File: config.mk
export PLATFORM = sky130hd
export DESIGN_NAME = dispense_scheduler
export DESIGN_NICKNAME = d
export VERILOG_FILES = /design/src/rtl/vend_pkg.sv /design/src/rtl/rr_arbiter.sv /design/src/rtl/dispense_scheduler.sv
export SDC_FILE = /design/constraint.sdc
export NUM_CORES = 1
export LEC_CHECK = 0
export ABC_AREA = 1
export CAP_MARGIN = 20
export CORE_MARGIN = 3
export CORE_UTILIZATION = 53
export DETAILED_ROUTE_END_ITERATION = 8
export GPL_TIMING_DRIVEN = 0
export PLACE_DENSITY = 0.77
export SLEW_MARGIN = 20
export SYNTH_ARGS = -nofsm -noshare
export SYNTH_HDL_FRONTEND = slang
export SYNTH_HIERARCHICAL = 1
export SYNTH_SLANG_ARGS = --single-unit
export TNS_END_PERCENT = 20
File: constraint.sdc
create_clock -name clk -period 2.8 [get_ports clk]
set_input_delay 0.7 -clock clk [delete_from_list [all_inputs] [get_ports clk]]
set_output_delay 0.7 -clock clk [all_outputs]
set_load 0.1 [all_outputs]
File: src/rtl/vend_pkg.sv
// Shared types and constants for the newspaper vending slice: dispenser state
// encoding, coin denomination and system clock rate.
package vend_pkg;

   typedef enum logic [2:0] {
      IDLE,
      MOTOR,
      WAIT,
      EJECT,
      GAP,
      DONE,
      FAULT
   } state_e;

   localparam int COIN_VALUE = 5;
   localparam int CLK_HZ     = 100_000_000;

   function automatic int max4(input int a, input int b, input int c, input int d);
      int m;
      m = a;
      if (b > m) m = b;
      if (c > m) m = c;
      if (d > m) m = d;
      return m;
   endfunction

endpackage

File: src/rtl/rr_arbiter.sv
// Combinational round-robin arbiter: searches upward from ptr+1 (wrapping) and
// returns the first active requester as a one-hot winner.
module rr_arbiter #(
   parameter int N = 2,
   localparam int PTR_W = (N > 1) ? $clog2(N) : 1
) (
   input  logic [N-1:0]     req,
   input  logic [PTR_W-1:0] ptr,
   output logic [N-1:0]     winner,
   output logic             valid
);

   logic [PTR_W-1:0] idx;

   // NOTE: every output and temporary gets a default before the search loop;
   // a path that leaves any of them unassigned would infer a latch.
   always_comb begin
      winner = '0;
      valid  = 1'b0;
      idx    = '0;
      for (int k = 1; k <= N; k++) begin
         idx = PTR_W'((int'(ptr) + k) % N);
         if (!valid && req[idx]) begin
            winner[idx] = 1'b1;
            valid       = 1'b1;
         end
      end
   end

endmodule

File: src/rtl/dispense_scheduler.sv
// Shares one newspaper dispenser between N_REQ vending FSMs: round-robin grant,
// motor pulse, paper-exit wait with timeout, 5-rupee change ejection, done.
module dispense_scheduler
   import vend_pkg::*;
#(
   parameter int N_REQ     = 2,
   parameter int AMT_W     = 5,
   parameter int MOTOR_CYC = 50_000_000,
   parameter int SENSE_TMO = 100_000_000,
   parameter int EJECT_CYC = 10_000_000,
   parameter int GAP_CYC   = 10_000_000
) (
   input  logic                   clk,
   input  logic                   reset,
   input  logic [N_REQ-1:0]       req,
   input  logic [N_REQ*AMT_W-1:0] change_amt,
   input  logic                   paper_sensor,
   input  logic                   fault_clr,
   output logic [N_REQ-1:0]       grant,
   output logic [N_REQ-1:0]       done,
   output logic                   motor_on,
   output logic                   coin_eject,
   output logic                   busy,
   output logic                   fault
);

   localparam int PTR_W     = (N_REQ > 1) ? $clog2(N_REQ) : 1;
   localparam int CNT_MAX   = max4(MOTOR_CYC, SENSE_TMO, EJECT_CYC, GAP_CYC);
   localparam int CNT_W     = $clog2(CNT_MAX + 1);
   localparam int MAX_COINS = ((1 << AMT_W) - 1) / COIN_VALUE;
   localparam int COIN_W    = $clog2(MAX_COINS + 1);

   state_e             state_q, state_d;
   logic [PTR_W-1:0]   ptr_q, ptr_d;
   logic [CNT_W-1:0]   cnt_q, cnt_d;
   logic [COIN_W-1:0]  coins_q, coins_d;
   logic               seen_q, seen_d;
   logic [2:0]         sync_q, sync_d;
   logic [N_REQ-1:0]   grant_q, grant_d;
   logic [N_REQ-1:0]   done_q, done_d;
   logic               motor_on_q, motor_on_d;
   logic               coin_eject_q, coin_eject_d;
   logic               busy_q, busy_d;
   logic               fault_q, fault_d;

   logic [N_REQ-1:0]   arb_winner;
   logic               arb_valid;
   logic [PTR_W-1:0]   win_idx;
   logic [AMT_W-1:0]   win_amt;
   logic               sense_edge;

   rr_arbiter #(.N(N_REQ)) u_arb (
      .req    (req),
      .ptr    (ptr_q),
      .winner (arb_winner),
      .valid  (arb_valid)
   );

   always_comb begin
      win_idx = '0;
      win_amt = '0;
      for (int i = 0; i < N_REQ; i++) begin
         if (arb_winner[i]) begin
            win_idx = PTR_W'(i);
            win_amt = change_amt[i*AMT_W +: AMT_W];
         end
      end
   end

   // Two flops bring the sensor into the clock domain, the third gives the edge.
   assign sync_d     = {sync_q[1:0], paper_sensor};
   assign sense_edge = sync_q[1] & ~sync_q[2];

   always_comb begin
      state_d      = state_q;
      ptr_d        = ptr_q;
      cnt_d        = cnt_q;
      coins_d      = coins_q;
      seen_d       = seen_q;
      grant_d      = grant_q;
      done_d       = '0;
      motor_on_d   = motor_on_q;
      coin_eject_d = coin_eject_q;
      busy_d       = busy_q;
      fault_d      = fault_q;

      case (state_q)
         IDLE: begin
            if (arb_valid) begin
               state_d    = MOTOR;
               ptr_d      = win_idx;
               grant_d    = arb_winner;
               motor_on_d = 1'b1;
               busy_d     = 1'b1;
               seen_d     = 1'b0;
               coins_d    = COIN_W'(int'(win_amt) / COIN_VALUE);
               cnt_d      = CNT_W'(MOTOR_CYC - 1);
            end
         end
         MOTOR: begin
            // Paper can leave while the motor is still running; remember it.
            if (sense_edge) seen_d = 1'b1;
            if (cnt_q == '0) begin
               state_d    = WAIT;
               motor_on_d = 1'b0;
               cnt_d      = CNT_W'(SENSE_TMO - 1);
            end else begin
               cnt_d = cnt_q - 1'b1;
            end
         end
         WAIT: begin
            if (seen_q || sense_edge) begin
               if (coins_q != '0) begin
                  state_d      = EJECT;
                  coin_eject_d = 1'b1;
                  cnt_d        = CNT_W'(EJECT_CYC - 1);
               end else begin
                  state_d = DONE;
                  done_d  = grant_q;
               end
            end else if (cnt_q == '0) begin
               state_d = FAULT;
               grant_d = '0;
               fault_d = 1'b1;
            end else begin
               cnt_d = cnt_q - 1'b1;
            end
         end
         EJECT: begin
            if (cnt_q == '0) begin
               coins_d      = coins_q - 1'b1;
               coin_eject_d = 1'b0;
               if (coins_q != COIN_W'(1)) begin
                  state_d = GAP;
                  cnt_d   = CNT_W'(GAP_CYC - 1);
               end else begin
                  state_d = DONE;
                  done_d  = grant_q;
               end
            end else begin
               cnt_d = cnt_q - 1'b1;
            end
         end
         GAP: begin
            if (cnt_q == '0) begin
               state_d      = EJECT;
               coin_eject_d = 1'b1;
               cnt_d        = CNT_W'(EJECT_CYC - 1);
            end else begin
               cnt_d = cnt_q - 1'b1;
            end
         end
         DONE: begin
            state_d = IDLE;
            grant_d = '0;
            busy_d  = 1'b0;
         end
         FAULT: begin
            if (fault_clr) begin
               state_d = IDLE;
               fault_d = 1'b0;
               busy_d  = 1'b0;
            end
         end
         default: begin
            state_d      = IDLE;
            grant_d      = '0;
            motor_on_d   = 1'b0;
            coin_eject_d = 1'b0;
            busy_d       = 1'b0;
            fault_d      = 1'b0;
         end
      endcase
   end

   // NOTE: sequential state uses non-blocking assignments only, so every flop
   // samples the values of the previous cycle regardless of statement order.
   always_ff @(posedge clk) begin
      if (!reset) begin
         state_q      <= IDLE;
         ptr_q        <= PTR_W'(N_REQ - 1);
         cnt_q        <= '0;
         coins_q      <= '0;
         seen_q       <= 1'b0;
         sync_q       <= '0;
         grant_q      <= '0;
         done_q       <= '0;
         motor_on_q   <= 1'b0;
         coin_eject_q <= 1'b0;
         busy_q       <= 1'b0;
         fault_q      <= 1'b0;
      end else begin
         state_q      <= state_d;
         ptr_q        <= ptr_d;
         cnt_q        <= cnt_d;
         coins_q      <= coins_d;
         seen_q       <= seen_d;
         sync_q       <= sync_d;
         grant_q      <= grant_d;
         done_q       <= done_d;
         motor_on_q   <= motor_on_d;
         coin_eject_q <= coin_eject_d;
         busy_q       <= busy_d;
         fault_q      <= fault_d;
      end
   end

   assign grant      = grant_q;
   assign done       = done_q;
   assign motor_on   = motor_on_q;
   assign coin_eject = coin_eject_q;
   assign busy       = busy_q;
   assign fault      = fault_q;

endmodule
Word level (Yosys, flattened, before mapping). Cells that the tools add are included.

Word-level logic and storage cells: 136. Output and inout port bits: 8. Memory bits (read-only): 0. Memory bits (writable): 0. Memories kept: 0. Register bits after elaboration: 46. Latch bits: 0.

$lt $le $gt $ge: 4. Shifts and indexed selects: 0. Equality and inequality tests: 21. Add/subtract/negate cells: 4. $mul: 0. Reductions and logical operators: 26. Mux-type cells: 60. Bitwise operators: 8. Divide/modulo/power cells: 1.

Operators with widths (count): $mux W27 (8); $pmux W27 S5 (1); $div A6 B4 Y32 const B (1); $mux W3 (10); $logic_not A27 Y1 (1); $sub A27 B1 Y27 const B (1); $ne A2 B2 Y1 const B (10); $mux W1 (19); $mux W2 (9); $pmux W3 S6 (1); $ne A3 B3 Y1 const B (4); $reduce_and A3 Y1 (4); $reduce_or A4 Y1 (3); $mux W5 (2); $reduce_and A5 Y1 (2); $reduce_or A5 Y1 (2); $eq A3 B3 Y1 const B (3); $pmux W1 S3 (3); $reduce_and A4 Y1 (2); $eq A3 B2 Y1 const B (2); $not A1 Y1 (6); $pmux W2 S3 (1); $pmux W3 S2 (1); $reduce_and A6 Y1 (1); other kinds (20) (27).

Logic depth before layout (Yosys ltp).
Word-level depth: 13. Mapped depth: 22. Mapped depth without buffers: 22.

By module. Netlist, hierarchy kept.

Modules (own cells, without submodules): dispense_scheduler (cells an instance 514, times used 1, area an instance 3229.3 um^2); rr_arbiter (cells an instance 6, times used 1, area an instance 25.0 um^2).

Least setup slack after synthesis. OpenSTA, ideal clock, no wires.

Path type: input -> register. From: input req[1]. To: register coins_q[0]. Buffers on the path: 0. Arrival time: 2.792 ns. Library setup time: 0.118 ns. Setup slack: -0.110 ns. Stages on the path: 20. Cell sequence: inv_1 a21oi_1 inv_1 o21ai_2 inv_1 ha_1 inv_1 nand3_1 nand2_1 nand2_1 nand2_1 ha_1 inv_1 nor2_1 nor2_1 nand3_1 nand2_1 nand2_1 nand2_1 a21oi_1.

RTL lines: start: declaration (line dispense_scheduler.sv:15) `input logic [N_REQ-1:0] req,`; $mux W1 (not written as such) (2 in series) (line rr_arbiter.sv:23) `if (!valid && req[idx]) begin`; $mux W1 (line rr_arbiter.sv:23); $logic_not A1 Y1 (line rr_arbiter.sv:23); $logic_and A1 B1 Y1 (line rr_arbiter.sv:23); $mux W2 (*) (line rr_arbiter.sv:23); net arb_winner[1] (line dispense_scheduler.sv:46) `logic [N_REQ-1:0] arb_winner;`; $mux W5 (*) (line dispense_scheduler.sv:63) `if (arb_winner[i]) begin`; $div A6 B4 Y32 (*) (line dispense_scheduler.sv:96) `coins_d = COIN_W'(int'(win_amt) / COIN_VALUE);`; $mux W3 (*) (line dispense_scheduler.sv:89) `if (arb_valid) begin`; $pmux W3 S2 (*) (line dispense_scheduler.sv:87) `case (state_q)`; end signal: assignment (line dispense_scheduler.sv:196) `coins_q <= coins_d;`; end: declaration (line dispense_scheduler.sv:36) `logic [COIN_W-1:0] coins_q, coins_d;`.

Mark *: on every way through the listed nets, which the timed path passes. The rest lies on a longest branch. The select of a mux whose other input is x is not followed. A chain may end at the register's enable or synchronous reset.

Worst setup path after layout.
From: input change_amt[3]. To: register coins_q[0].

Cells in the longest elaborated chain, start to end: 5.

Ends and longest elaborated chain: start: declaration (line dispense_scheduler.sv:16) `input logic [N_REQ*AMT_W-1:0] change_amt,`; $mux W5 (2 in series) (line dispense_scheduler.sv:63); $div A6 B4 Y32 (line dispense_scheduler.sv:96); $mux W3 (line dispense_scheduler.sv:89); $pmux W3 S2 (line dispense_scheduler.sv:87).

Every way passes these cells. The select of a mux whose other input is x is not followed.

==> impl_metrics.ini <==
[run_status]
outcome = finished, final reports clean

[worst_setup_path]
cp_cell_sequence = clkdlybuf4s50_1 -> nand3_2 -> nand2_2 -> inv_1 -> ha_1 -> inv_1 -> nand3_4 -> nand3_1 -> nand2_2 -> ha_1 -> a21oi_1 -> nand2_1 -> nand2_2 -> nor2_1 -> nand3_1 -> nand2_1 -> nand2_1 -> nand2_1 -> a21oi_2
crit_family = simple AND/OR/NAND/NOR gates
worst-r2r-setup-slack_ns = 0.29
cp-end-kind = flip-flop
regToRegStartpoint = ptr_q
worstPathMaxFanout = 5
critPathMaxStageDelay_ns = 0.50
ff2ff_path_depth = 20
cpMostUsedCell = nand2_1
slowest_stage = clkdlybuf4s50_1
critical_path_buf_inv_count = 3
cp-start-kind = input port
crit_required_ns = 3.05
arrival_ns = 2.90
timing.rr.end = coins_q[0]
path_class = in2reg
cp-startpoint = change_amt[3]

[sta]
worst_hold_slack_ns = 0.4247
layout_min_cycle_time_ns = 2.658
drv_slew = 0
period_share = 0.9493
clock.fmax_mhz = 376.2
fin_worst_skew_ns = 0.008863
relSlewSlack = 0.3431
worstMarginPinSlew_ns = 0.9822
setup_viol = 0
hold_viol_final = 0

[synth]
syn_nets = 545
synth_ff_type = dfxtp_1
ys_types = 41
ys_ff_latch = 46
ys_async_sr_fraction = 0
synth-edff-count = 0
syn_inst = 520
synth_top_area_frac = 0.2830
post-synth-top-area-cell = dfxtp_1
synth_warnings = 6
yosys-top-cells-area = dfxtp_1 (28%), nand2_1 (14%), nor2_1 (8.2%)
yosysSeqAreaShare = 0.2830
syn-cell-area_um2 = 3254
avgSynthCellArea_um2 = 6.258

[layout]
mostFrequentLayoutCells = nand2_1 (114), nor2_1 (71), inv_1 (66)
fin_nets = 586
drive_above_1_share = 0.1228
layout_commonest_cell = nand2_1
layout.cells.non_filler = 634
syn_to_final_growth_pct = 17.11
diodes = 0

[cts]
cts_root_buf = clkbuf_8
cts_buffers = 5
cts.clk_slew.worst_paths_ns = 0.08
cts_sinks = 46
cts_tree = done
htreeDepth = 2
clockBufferDepth = 2
clk_latency_ns = 0.31
ctsHoldBuffers = 0

[pwr]
fin_total_pwr_mw = 4.161
ir_drop_mv = 0.5447
powerDensity_nw_per_um2 = 1092
leakagePower_nw = 1.770

[worst_hold_path]
worstHoldEndpoint = sync_q[1]
min_path_cells = 2
hold_class = reg2reg
min_from = sync_q[0]

[detailed_routing]
vias = 3552
via_per_inst = 5.603
wl_per_cell_um = 14.21
drc = 0
antenna_left = 0
dr.pass1.iters = 6
drt-total-wl_mm = 9.010
drt_iter0_markers = 369

[die]
core_um2 = 5709
initial_utilization = 0.5700
fp.dieArea_um2 = 7117
die_height_um = 84.36
top_level_ports = 24
die_x_um = 84.36
rows = 27

[place]
place.gp.congestion = 0.9923
hpwl_mm = 6.426
post-place-cells = 615
port_buffers = 23

[run]
max_cap_violations = 0

[global_route]
grt_first_pass_wirelength_mm = 14.70
grt_max_degree = 14
gr-total-overflow = 0
grt_pass1_vias = 3189
antenna_found_initial = 0
grt_usage = 0.2495
## layer usage
layer | up-vias | wire length [um] | global-route usage
li1 | 1763 | - | -
met1 | 1622 | 4112 | 0.3451
met2 | 145 | 4065 | 0.3938
met3 | 22 | 623 | 0.04122
met4 | 0 | 208 | 0.08633
met5 | - | 0 | 0
## through the flow
step / setup slack, ns / setup TNS (ns) / area [um^2] / utilization
finish: 0.1419 / 0 / 3811 / 0.6675
global placement: -0.8012 / -1.599 / 3578 / 0.6268
CTS: 0.07182 / 0 / 3767 / 0.6599
floorplan: 0.02991 / 0 / 3258 / -
global route: -0.01917 / -0.01917 / 3811 / 0.6675
detailed placement: -0.8844 / -1.871 / 3578 / 0.6268
## cell type report
cell class / count / area, um^2
multi-input cells: 388 / 2046
plain buffers: 12 / 63.81
clock buffers: 8 / 110.1
repair buffers: 34 / 302.8
inverters: 74 / 277.8
fillers: 525 / 1898
flip-flops and latches: 46 / 920.9
well taps: 72 / 90.09
## logic make-up after synthesis
logic type / count (synthesis) / synth area share
and+or+nand+nor: 270 / 0.3783
AOI/OAI and AO/OA: 94 / 0.1588
buffers and inverters: 86 / 0.1050
DFF: 46 / 0.2830
xor gates and xnor gates: 15 / 0.04037
adders and majority gates: 9 / 0.03460
## Yosys cell counts, types with 2 or more instances
| cell type | number |
|---|---|
| nand4_1 | 10 |
| xor2_1 | 12 |
| nand2_2 | 2 |
| nand3_1 | 32 |
| o21ai_0 | 24 |
| o21ai_1 | 12 |
| nand3_2 | 3 |
| nand3b_1 | 4 |
| nor3_1 | 10 |
| nand2_1 | 118 |
| nor4_1 | 3 |
| ha_1 | 9 |
| buf_2 | 6 |
| nor2_1 | 71 |
| nor2_4 | 4 |
| a211oi_1 | 2 |
| nor3_4 | 2 |
| xnor2_1 | 3 |
| inv_2 | 6 |
| inv_1 | 68 |
| dfxtp_1 | 46 |
| clkbuf_1 | 4 |
| o22ai_1 | 2 |
| a21oi_1 | 42 |
| nor2_2 | 7 |
| o211ai_1 | 2 |
| a22oi_1 | 2 |
## worst max-delay path by stage
stage	endpoint	depth (start not counted)	slack [ns]
after floorplan	coins_q[0]	20	0.03
after global placement	coins_q[0]	21	-0.80
after detailed placement	coins_q[0]	22	-0.88
after CTS	coins_q[0]	21	0.07
after global routing	coins_q[0]	19	-0.02
final	coins_q[0]	19	0.14
## power breakdown
part	switching (mW)	internal, mW	leakage, nW
sequential	0.185	0.870	0.380
clock	0.232	0.250	0.0575
combinational	1.79	0.831	1.33
## sequential cells by signal, indices dropped and copies added, names as in the netlist
| signal | cells |
|---|---|
| grant | 2 |
| seen_q | 1 |
| ptr_q | 1 |
| busy | 1 |
| sync_q | 3 |
| coins_q | 3 |
| state_q | 3 |
| done | 2 |
| coin_eject | 1 |
| cnt_q | 27 |
| fault | 1 |
| motor_on | 1 |
## timing repair
action,4_1_cts,5_1_grt
buffers inserted,6,5
pin swaps,1,3
setup endpoints to repair,2,2
resized for setup,11,8
## worst min-delay path, delay by kind of cell (launching register included)
family	cells	cell delay (ns)
DFF	1	0.32
and+or+nand+nor	1	0.05
buffers and inverters	1	0.04
Note: power is estimated with default switching activity, not from simulation.
